## src/rtl/encoder32_pkg.sv

```systemverilog
// Shared constants and types for the 32-entry pending-request encoder.
package encoder32_pkg;
  localparam int N     = 32;
  localparam int IDX_W = 5;

  typedef logic [N-1:0]     vec_t;
  typedef logic [IDX_W-1:0] idx_t;

  function automatic vec_t onehot(input idx_t idx);
    onehot = vec_t'(1) << idx;
  endfunction
endpackage

```

## src/rtl/pending_encoder32_prio_find32.sv

```systemverilog
// Combinational lowest-set-bit finder over a 32-bit vector.
module prio_find32
  import encoder32_pkg::*;
(
  input  vec_t vec,
  output idx_t idx,
  output logic found
);
  always_comb begin
    idx   = '0;
    found = 1'b0;
    // Walk from the top down so the lowest set bit is the last one written.
    for (int i = N - 1; i >= 0; i--) begin
      if (vec[i]) begin
        idx   = idx_t'(i);
        found = 1'b1;
      end
    end
  end
endmodule

```

## src/rtl/pending_encoder32.sv

```systemverilog
// Captures request bits into a pending set and grants one index per cycle.
// Optional round-robin search start enabled by macro PENDING_ENCODER32_RR_EN.
module pending_encoder32
  import encoder32_pkg::*;
(
  input  logic        clk,
  input  logic        rst,
  input  logic        en,
  input  logic [31:0] req_in,
  input  logic        out_ready,
  output logic        out_valid,
  output logic [4:0]  out_index,
  output logic [31:0] pending,
  output logic        any_pending
);
  // Handshake: out_index transfers on a rising edge where out_valid && out_ready;
  // while out_valid && !out_ready, out_valid and out_index hold unchanged.

  vec_t pending_q;
  vec_t pending_next;
  vec_t load_mask;
  logic valid_q;
  idx_t index_q;
  logic any_q;
  idx_t sel_idx;
  logic sel_found;
  logic stage_free;
  logic load;

`ifdef PENDING_ENCODER32_RR_EN
  idx_t ptr_q;
  vec_t masked_vec;
  idx_t masked_idx;
  logic masked_found;
  idx_t full_idx;

  assign masked_vec = pending_q & (vec_t'({N{1'b1}}) << ptr_q);

  prio_find32 u_find_masked (
    .vec   (masked_vec),
    .idx   (masked_idx),
    .found (masked_found)
  );

  prio_find32 u_find_full (
    .vec   (pending_q),
    .idx   (full_idx),
    .found (sel_found)
  );

  assign sel_idx = masked_found ? masked_idx : full_idx;

  always_ff @(posedge clk) begin
    if (rst) begin
      ptr_q <= '0;
    end else if (load) begin
      // 5-bit add wraps 31 back to 0.
      ptr_q <= sel_idx + idx_t'(1);
    end
  end
`else
  prio_find32 u_find (
    .vec   (pending_q),
    .idx   (sel_idx),
    .found (sel_found)
  );
`endif

  assign stage_free = !valid_q || out_ready;
  assign load       = stage_free && sel_found;
  assign load_mask  = load ? onehot(sel_idx) : '0;

  // New requests are OR'd in after the clear, so a same-cycle set wins.
  assign pending_next = (pending_q & ~load_mask) | (en ? req_in : '0);

  always_ff @(posedge clk) begin
    if (rst) begin
      pending_q <= '0;
      valid_q   <= 1'b0;
      index_q   <= '0;
      any_q     <= 1'b0;
    end else begin
      pending_q <= pending_next;
      any_q     <= |pending_next;
      if (stage_free) begin
        valid_q <= sel_found;
      end
      if (load) begin
        index_q <= sel_idx;
      end
    end
  end

  assign out_valid   = valid_q;
  assign out_index   = index_q;
  assign pending     = pending_q;
  assign any_pending = any_q;
endmodule

```

## config.mk

```make
export PLATFORM = sky130hd
export DESIGN_NAME = pending_encoder32
export DESIGN_NICKNAME = d
export VERILOG_FILES = /design/src/rtl/encoder32_pkg.sv /design/src/rtl/pending_encoder32_prio_find32.sv /design/src/rtl/pending_encoder32.sv
export SDC_FILE = /design/constraint.sdc
export NUM_CORES = 1
export LEC_CHECK = 0
export BUFFER_PORTS_ARGS = -buffer_cell sky130_fd_sc_hd__buf_2
export CORE_ASPECT_RATIO = 0.9
export CORE_MARGIN = 2
export CORE_UTILIZATION = 45
export DETAILED_ROUTE_END_ITERATION = 7
export GPL_TIMING_DRIVEN = 0
export HOLD_SLACK_MARGIN = 0.05
export PLACE_DENSITY = 0.83
export SLEW_MARGIN = 10
export SYNTH_ARGS = -nofsm -noshare
export SYNTH_HDL_FRONTEND = slang
export SYNTH_HIERARCHICAL = 1
export SYNTH_SLANG_ARGS = --single-unit
```

## constraint.sdc

```tcl
create_clock -name clk -period 6.3 [get_ports clk]
set_clock_uncertainty 0.1 [all_clocks]
set_input_delay 0.315 -clock clk [delete_from_list [all_inputs] [get_ports clk]]
set_output_delay 0.315 -clock clk [all_outputs]
set_load 0.05 [all_outputs]
```

Word-level counts from Yosys, hierarchy flattened
Index checks and enable logic that the tools add are counted.
- register bits: 39
- output and inout port bits: 39
- logic and storage cells: 78
- shifts and indexed selects: 1
- multiplexer cells: 66
- bitwise operators: 3
- reductions and logical operators: 4
- operators with widths (operator ; number):
    5-bit two-way mux ; 32
    32-bit two-way mux ; 2
    32-bit AND ; 1
    1-bit two-way mux ; 32
    32-bit NOT ; 1
    32-bit OR ; 1
    32-bit OR reduction ; 1
    1-bit by 5-bit << shifter with 32-bit output, first input constant ; 1
    1-bit logical AND ; 1
    1-bit logical NOT ; 1
    1-bit logical OR ; 1

Depth between registers and ports, before layout
Gate-level depths: netlist of the first run.
- depth after elaboration: 38
- depth in mapped cells: 11

Cells and area by module
The synthesis of the first run kept the hierarchy.
- by module, submodules not included (module ; times used ; cells each ; area an instance (sq um) ; seq. area each (sq um)):
    pending_encoder32 ; 1 ; 208 ; 1788.0 ; 780.7
    prio_find32 ; 1 ; 65 ; 370.4 ; 0.0

Worst setup path before layout of the first run
No wires, ideal clock.
- path type: register -> register
- start point: register pending_q[31], in the netlist pending[31]
- end point: register any_q, in the netlist any_pending
- arrival time: 3459 ps
- setup slack: 2615 ps
- cell stages (with the launch flop): 12
- clock period less this slack: 3685 ps
- cell sequence: dfxtp_1 nor3b_1 nor3_1 o31ai_1 o2111ai_1 a221oi_1 nand2_1 o41ai_1 nand4_1 nor4_1 nand4_1 o41a_1
- cells in the longest elaborated chain, start to end: 38
- elaborated cells between the ends (all ways): 71
- classes of those cells: 1 x shift; 65 x mux; 3 x bitwise; 2 x reduce/logical
- RTL lines (item ; RTL line ; RTL):
    start, declared ; pending_encoder32.sv:19 ; vec_t pending_q;
    start signal, assigned ; pending_encoder32.sv:83 ; pending_q <= pending_next;
    5-bit two-way mux (32 in a row) ; pending_encoder32_prio_find32.sv:14 ; if (vec[i]) begin
    named net sel_idx[0] ; pending_encoder32.sv:25 ; idx_t sel_idx;
    1-bit by 5-bit << shifter with 32-bit output ; encoder32_pkg.sv:10 ; onehot = vec_t'(1) << idx;
    32-bit two-way mux ; pending_encoder32.sv:71 ; assign load_mask = load ? onehot(sel_idx) : '0;
    32-bit NOT ; pending_encoder32.sv:74 ; assign pending_next = (pending_q & ~load_mask) | (en ? req_in : '0);
    32-bit AND ; pending_encoder32.sv:74 ;
    32-bit OR ; pending_encoder32.sv:74 ;
    32-bit OR reduction ; pending_encoder32.sv:84 ; any_q <= |pending_next;
    end signal, assigned ; pending_encoder32.sv:84 ;
    end, declared ; pending_encoder32.sv:24 ; logic any_q;
The timed path passes the listed nets, and every way through them passes these cells.
A chain may end at the register's enable or synchronous reset.

Worst setup path in the final report of the first run
Ends and elaborated chain as after synthesis.

==> results by stage, run 1 <==
Logic synthesis:
- The synthesized design spends more area on one cell type than any other, namely dfxtp_1.
- Among all flip-flop cells after synthesis, the most frequent one is dfxtp_1.
- The net count after synthesis is 309.
- The part of the Yosys area used for sequential elements is 0.362.
- The area share of the largest cell type after synthesis is 0.362.
- After synthesis, the share of flip-flops with an asynchronous set or reset is 0.
- The number of different library cells in the post-synthesis netlist is 44.
- The instance count of the mapped netlist is 273.
- Yosys attributes the largest share of cell area to dfxtp_1, o41ai_1, a21oi_1.
- The average instance in the mapped netlist occupies 7.91 um2.
- The post-synthesis instance area is 0.00216 mm2.
- Yosys mapped a number of flops with a built-in enable equal to 0.
- In this run, synthesis produced a sequential element count of 39.
- During synthesis, Yosys emitted a total of 6 warnings.

GRT:
- The global-route wire length before repair is 11100 um.
- The overall global routing resource usage is 0.257.
- Entering global routing, the biggest net connects 12 pins.
- The via count of the first global-routing pass came to 2224.
- Global routing finished with a remaining overflow of 0.
- The number of antenna violations at the first check in global routing was 0.

STA:
- The final-report setup violation count is 0.
- Setup repair after global routing left no endpoint under its margin.
- In this run the tightest slew margin relative to its limit is 0.406.
- The final critical-path share of the clock period is 0.680.
- The worst path needs 4.28 ns of the cycle, external delays included.
- The peak clock frequency supported by timing is 0.234 GHz.
- The count of pins over their slew limit is 0.
- The actual transition at the worst max-transition pin is 0.891 ns.
- In the final timing run, aggregate negative setup slack is 0 ns.
- The final number of hold-violating endpoints is 0.

Clocking:
- Clock-pin slew was measured on the worst setup and hold paths at 0.08 ns.
- The clock drives 39 sinks.
- The post-CTS resize count is 0.
- The clock tree from TritonCTS is built.
- The tree is rooted in a clkbuf_8.
- Buffers inserted to repair hold after CTS numbered 0.
- The clock passes through at most 2 buffers.
- The depth of the CTS H-tree is 2.
- The post-CTS setup-driven buffer insertion count is 0.
- At the later pin of the worst-skew pair, clock insertion delay measures 0.30 ns.
- The number of clock buffers added by TritonCTS is 5.

Routing:
- After detailed routing, the number of remaining DRC violations is 0.
- The detail-routed net length per standard cell is between 15 and 20 um.
- The routed wire length on met3 is 750 um.
- Once detail routing completed, the nets flagged for antenna violations numbered 0.
- The final layout contains routed wiring with a total length of between 6000 and 7000 um.
- The number of iterations in the first detailed-routing pass is 6.
- The routed layout has 2515 vias.
- The detailed router put a total of ~3000 um of wire on met1.
- The per-cell via count in the routed design is 6.06.
- The highest routing layer actually used is met4.
- For this block, the initial DRC count from the detailed router was between 300 and 400.
- After detailed routing, the met2 layer carries 3010 um of wire.

Flow run:
- Across the run, the number of max-cap violations was 0.

Power and ir drop:
- In this run the power density over the cells is 263 mW/mm2.
- Summed over all cells, the static leakage comes to 1.13 nW.
- The worst-case IR drop observed on VDD is 0.000156 V.

Worst setup path:
- The slowest stage of the critical path is the a221oi_1 cell.
- The endpoint arrival time on the critical path is 4.37 ns.
- The critical path goes through nor3b_1 -> nor3_1 -> o31ai_1 -> o2111ai_1 -> a221oi_1 -> nand2_1 -> o41ai_1 -> nand4_1 -> nor4_1 -> nand4_1 -> o41a_1.
- The sort of element at the end of the critical path is a register.
- The number of cells on the worst reg-to-reg path is 11.
- The element type at the critical path start is a register.
- The critical path required time is 6.39 ns.
- The largest fanout of any net on the critical path is 8.
- The cell seen most often among critical-path stages is nand4_1.
- The critical path is of the reg2reg type.
- The maximum single-stage delay on the critical path is 0.79 ns.

Min path:
- The path type of the worst min-delay path is in2reg.
- The worst hold path stage count is 3.

Floorplan:
- The die is 77 um wide.
- The core area is 0.00455 mm2.
- For this configuration, the core starts out at a cell density of 0.475.
- In this run the count of I/O pins placed on the die edge is 75.
- The die is 69.7 um tall.
- After floorplanning, the core was divided into 23 placement rows.
- The floorplan step defined a die boundary enclosing about 0.0054 mm2.

Final layout:
- The area of the multi-input gates is 0.00127 mm2.
- Registers take 781 um2.
- With fillers left out, the area of the finished cells amounts to 0.00268 mm2.
- The fraction of layout cells with a size suffix above 1 is 0.266.
- The final layout contains 388 nets.
- The antenna diode instance count is 0.
- The count of fill cells added during filler insertion is 454.
- At the end of the flow the core is filled with cells to 0.589.
- Compared with the post-synthesis result, the final layout area differs by 24.1%.

Place:
- The count of input and output buffers is 72.
- After detailed placement, the total cell area comes to 0.00260 mm2.
- The final weighted congestion in routability-driven placement is 0.969.
- The detailed-placement wirelength estimate is 5230 um.

Status:
- The run finished with clean final reports.
## placed cells by master (no fill, tap or decap), types with 3 or more instances in the layout
cell	instances
buf_2	74
dfxtp_1	39
nor2_1	37
nand2_1	33
a21oi_1	29
o41ai_1	17
nand3_1	11
a22oi_1	11
clkbuf_1	10
nand4_1	10
nor3_1	8
inv_1	7
nand2b_1	6
nor4_1	6
clkbuf_8	5
nor2b_1	4
mux2i_1	4
o41ai_2	3
and2_1	3
a221oi_1	3
o21ai_0	3
## final cells by class
class                      instances  share of cell area
timing repair buffer              72               0.135
buffer                            14              0.0290
tap                               62              0.0290
sequential                        39               0.292
clock inverter                     1             0.00187
multi-input combinational        213               0.476
inverter                           7             0.00981
clock buffer                       7              0.0285
## per-layer routing
metal  GRT usage  vias to the layer above
met5           0                        -
met4      0.0774                        0
met3      0.0560                       14
met2       0.381                      152
met1       0.372                     1148
li1            -                     1201
## Yosys cell counts, types with 2 or more instances
master	instances
dfxtp_1	39
nor2_1	37
nand2_1	33
a21oi_1	29
o41ai_1	17
a22oi_1	11
nand3_1	11
nand4_1	10
clkbuf_1	8
nor3_1	8
inv_1	7
nand2b_1	6
nor4_1	6
mux2i_1	4
nor2b_1	4
a221oi_1	3
and2_1	3
o21ai_0	3
o41ai_2	3
a2111oi_0	2
a2111oi_2	2
buf_2	2
nor3b_1	2
o311ai_0	2
o31ai_1	2
## power by group
group | leakage, nW | internal (mW) | switching, mW | total [mW]
logic | 0.764 | 0.0748 | 0.174 | 0.248
clock network | 0.0422 | 0.0777 | 0.0895 | 0.167
registers | 0.323 | 0.265 | 0.0241 | 0.289
## metrics by stage
step	setup slack [ns]	hold slack [ns]	total power [mW]	instances
finish	2.02	0.182	0.705	415
global route	1.82	0.189	0.738	415
CTS	2.14	0.185	0.701	415
detailed placement	2.15	0.387	0.537	407
global placement	2.20	0.370	0.534	407
floorplan	2.62	0.364	0.471	273
## cell families after synthesis
kind of cell	after synthesis	synth area share
simple gates	129	0.296
flops	39	0.362
buf+inv	21	0.0481
mux	4	0.0186
compound gates	80	0.275
## final timing paths
kind	end	slack, ns	start
hold reg to reg	out_index[3]	0.40	out_index[3]
setup / recovery	any_pending	2.02	pending[31]
setup reg to reg	any_pending	2.02	pending[31]
hold / removal	pending[15]	0.18	req_in[15]
## sequential cells by signal (all words and copies together) (netlist names)
signal	cells
pending	32
any_pending	1
out_valid	1
out_index	5
## critical path, delay by kind of cell, from the launching register on
family,cells,cell delay [ns]
AOI/OAI and AO/OA,5,2.29
DFF,1,0.39
and+or+nand+nor,6,1.38
Note: power is estimated with default switching activity, not from simulation.
==> run 2: changes to the inputs <==
--- a/config.mk
+++ b/config.mk
@@ -5,6 +5,7 @@
 export SDC_FILE = /design/constraint.sdc
 export NUM_CORES = 1
 export LEC_CHECK = 0
+export ABC_AREA = 1
 export BUFFER_PORTS_ARGS = -buffer_cell sky130_fd_sc_hd__buf_2
 export CORE_ASPECT_RATIO = 0.9
 export CORE_MARGIN = 2
@@ -12,7 +13,7 @@
 export DETAILED_ROUTE_END_ITERATION = 7
 export GPL_TIMING_DRIVEN = 0
 export HOLD_SLACK_MARGIN = 0.05
-export PLACE_DENSITY = 0.83
+export PLACE_DENSITY = 0.82
 export SLEW_MARGIN = 10
 export SYNTH_ARGS = -nofsm -noshare
 export SYNTH_HDL_FRONTEND = slang
==> constraint.sdc (replaced) <==
create_clock -name clk -period 4.3 [get_ports clk]
set_clock_uncertainty 0.1 [all_clocks]
set_input_delay 0.215 -clock clk [delete_from_list [all_inputs] [get_ports clk]]
set_output_delay 0.215 -clock clk [all_outputs]
set_load 0.05 [all_outputs]
==> run 2 against run 1 <==
- worst hold slack lost 0.096 ns
- highest routed layer unchanged
- clock power rose by 92%
- power grew 59%
- sequential cell count did not move
- critical path type unchanged
- core utilization is 0.63 points lower
==> results by stage, run 2 <==
Logic synthesis:
- The number of different library cells in the post-synthesis netlist was 28 (-36%).
- The adder and majority gate portion of the synthesized area is 0 (unchanged).
- The mean area per synthesized cell is 6.28 um2 (-21%).
- The dominant combinational cell family by area after synthesis is simple AND/OR/NAND/NOR gates.
- The most common cell in the synthesized netlist is nand2_1.
- Counting instances in the post-synthesis netlist gives the leading cell types as nand2_1, nor2_1, inv_1.
- The xor-xnor portion of the synthesized cell area is 0 (unchanged).
- The portion of netlist area occupied by mux cells is 0 (-0.0186).
- The area share of the largest cell type after synthesis is 0.343 (-0.0185).
- The count of warnings emitted by yosys came to 6 (unchanged).
- The simple-gate portion of the synthesized area was 0.340 (+0.0443).
- The fraction of the mapped netlist area in compound gates was 0.197 (-0.0779).
- The post-synthesis instance area is 0.00227 mm2 (+5.4%).
- The part of the Yosys area used for sequential elements is 0.343 (-0.0185).
- The total of flip-flops plus latches after synthesis came to 39 (unchanged).
- The instance count of the mapped netlist is 362 (+33%).
- The net count after synthesis is 398 (+29%).
- The most used flip-flop cell after synthesis is dfxtp_1.
- The share of synthesized registers carrying an async set or reset is 0 (unchanged).
- The top cell type by total area after synthesis is dfxtp_1.
- By area the synthesized netlist is led by dfxtp_1, nand2_1, a21oi_1.
- The number of flops mapped to enable cells by yosys is 0 (unchanged).

STA:
- Setup repair after global routing left no endpoint under its margin.
- The total negative slack was 0 ns (unchanged).
- The final critical-path required period came to 3.60 ns (-0.684 ns).
- The actual transition at the worst max-transition pin is 0.710 ns (-0.181 ns).
- The worst max-slew margin expressed relative to the limit is 0.523 (+0.116).
- The final critical-path share of the clock period is 0.836 (+0.157).
- The final number of hold-violating endpoints is 0 (unchanged).
- The peak clock frequency supported by timing was 0.278 GHz (+19%).
- The count of pins over their slew limit is 0 (unchanged).
- The final-report setup violation count is 0 (unchanged).

Worst setup path:
- The worst setup path is captured at a register.
- The endpoint arrival time on the critical path came to 3.68 ns (-0.69 ns).
- Among the stages of the critical path, the cell type that occurs most often is nand2_1.
- The largest fanout of any net on the critical path was 10 (+2).
- The category of the most critical setup path is reg2reg.
- Grouping stages by cell kind, the critical path spends the most delay in simple AND/OR/NAND/NOR gates.
- The cell type of the slowest stage on the worst timing path is dfxtp_1.
- The worst path buffer plus inverter count is 2 (+2).
- The critical path required time was 4.38 ns (-2.01 ns).
- The element type at the critical path start is a register.
- The maximum single-stage delay on the critical path came to 0.39 ns (-0.40 ns).

Floorplan:
- The core area was 0.00486 mm2 (+7.0%).
- The die extent in y is 71.5 um (+2.5%).
- The effective utilization at floorplan is 0.468 (-0.00709).
- The top-level port count came to 75 (unchanged).
- The overall die area is 0.00564 mm2 (+5.1%).
- The row count is 24 (+4.3%).
- The die outline width is 78.9 um (+2.5%).

GRT:
- The via count of the first global-routing pass came to 2411 (+8.4%).
- The overall global routing resource usage is 0.247 (-0.0101).
- The number of antenna violations at the first check in global routing was 0 (unchanged).
- The global-route wire length before repair is 10900 um (-1.6%).
- The overall overflow remaining after global route is 0 (unchanged).
- The maximum number of pins on one net before global-route repair is 13 (+1).

Final layout:
- The area of the multi-input gates is 0.00122 mm2 (-3.9%).
- The count of fill cells added during filler insertion is 495 (+9.0%).
- The area occupied by registers is 781 um2 (unchanged).
- The commonest non-fill, non-tap cell in the layout is nand2_1.
- The fraction of layout cells with a size suffix above 1 came to 0.238 (-0.0287).
- In the layout the commonest cells are nand2_1, buf_2, nor2_1.
- The flip-flop count of the largest register, all copies and words added is 32 (unchanged).
- The final-stage net count is 477 (+23%).
- The area growth from synthesis to layout is 24.6%.
- The antenna diode instance count is 0 (unchanged).
- The final cell count without fillers is 507 (+22%).

Place:
- The final weighted congestion in routability-driven placement was 0.926 (-4.4%).
- The detailed-placement wirelength estimate is 5210 um (-0.46%).
- The count of input and output buffers came to 72 (unchanged).
- The count of placed standard cells including taps came to 499 (+23%).

Clocking:
- The depth of the CTS H-tree is 2 (unchanged).
- The number of buffers inserted during clock tree synthesis was 5 (unchanged).
- The number of sinks driven by the clock tree is 39 (unchanged).
- The maximum root-to-sink buffer count is 2 (unchanged).
- The root buffer cell chosen for the clock tree is clkbuf_8.
- The CTS clock-pin slew for the worst setup and hold paths is 0.08 ns (about the same).
- The clock latency of the later-clocked register in the worst-skew pair is 0.30 ns (about the same).
- The post-CTS resize count was 0 (unchanged).
- TritonCTS built the clock tree.
- The count of hold buffers inserted by post-cts repair is 0 (unchanged).
- The post-CTS setup-driven buffer insertion count is 0 (unchanged).

Routing:
- The detail-routed net length per standard cell is 13.2 um (-20%).
- The post-detailed-route count of antenna-violating nets is 0 (unchanged).
- The number of vias after detailed routing is 2683 (+6.7%).
- The per-cell via count in the routed design was 5.29 (-13%).
- The final wirelength is 6710 um (-2.4%).
- The number of iterations in the first detailed-routing pass is 5 (-1).
- The iteration-0 DRC count of the detailed router is 181 (-51%).
- The post-route DRC violation count is 0 (unchanged).

Power and ir drop:
- The peak ir drop on the vdd network is 0.000206 V (+32%).
- The static leakage power is 1.47 nW (+30%).
- The ratio of total power to cell area is 395 mW/mm2 (+50%).

Min path:
- The worst hold path belongs to the class in2reg.

Status:
- The run finished with clean final reports.

Flow run:
- The max-cap check violation count came to 0 (unchanged).
## run 2: changes by cell type after synthesis, sizes merged, moves of 5 or more
cell    before  now
a211oi       0    5
a21oi       29   35
a22oi       11    0
inv          7   47
nand2       33  113
nand2b       6    0
nor2        37   44
nor2b        5    0
nor3         8    2
o21ai        4   36
o41ai       20    0
## run 2: path summary, 6_finish.rpt
path,start,to,slack (ns),cells past startpoint
worst max register to register,pending[29],any_pending,0.70,40
worst min-delay path,req_in[26],pending[26],0.09,3
worst min register to register,out_index[4],out_index[4],0.38,2
worst max-delay path,pending[29],any_pending,0.70,40
## run 2: worst reg2reg max path, delay by kind of cell, from the launching register on
kind / cells / cell delay [ns]
AO/OA/AOI/OAI: 2 / 0.42
buffers and inverters: 2 / 0.25
flip-flops: 1 / 0.39
AND/OR/NAND/NOR: 36 / 2.31
## run 2: power breakdown
group / switching (mW) / internal, mW
registers: 0.0272 / 0.389
clock network: 0.132 / 0.188
logic: 0.272 / 0.112
## run 2: cell families (layout without fill, tap and decap cells)
kind of cell,count (synthesis),after routing
buffers and inverters,61,141
AO/OA/AOI/OAI,80,80
flip-flops,39,39
AND/OR/NAND/NOR,182,182
## run 2: layout make-up
type / count / share of cell area
Sequential cell: 39 / 0.275
Clock buffer: 6 / 0.0291
Timing Repair Buffer: 72 / 0.127
Buffer: 13 / 0.0305
Multi-Input combinational cell: 262 / 0.432
Tap cell: 65 / 0.0287
Clock inverter: 2 / 0.0124
Inverter: 48 / 0.0649
## run 2: stage by stage
step	setup WS (ns)	util	hold WS, ns	total power [mW]	cell area, um2
finish	0.703	0.583	0.0856	1.12	2830
CTS	0.775	0.583	0.0832	1.12	2830
global placement	0.933	0.558	0.352	0.793	2720
floorplan	1.00	-	0.286	0.709	2270
detailed placement	0.854	0.558	0.372	0.801	2720
global route	0.304	0.583	0.0898	1.18	2830
## run 2: metal layers
metal  global-route usage  vias up  wire length [um]  part of all wire
met4                0.117        0               217             0.032
met1                0.317     1226              2960              0.44
met2                0.404      112              3080              0.46
li1                     -     1328                 -                 -
met5                    0        -                 0                 0
met3               0.0466       17               445             0.066
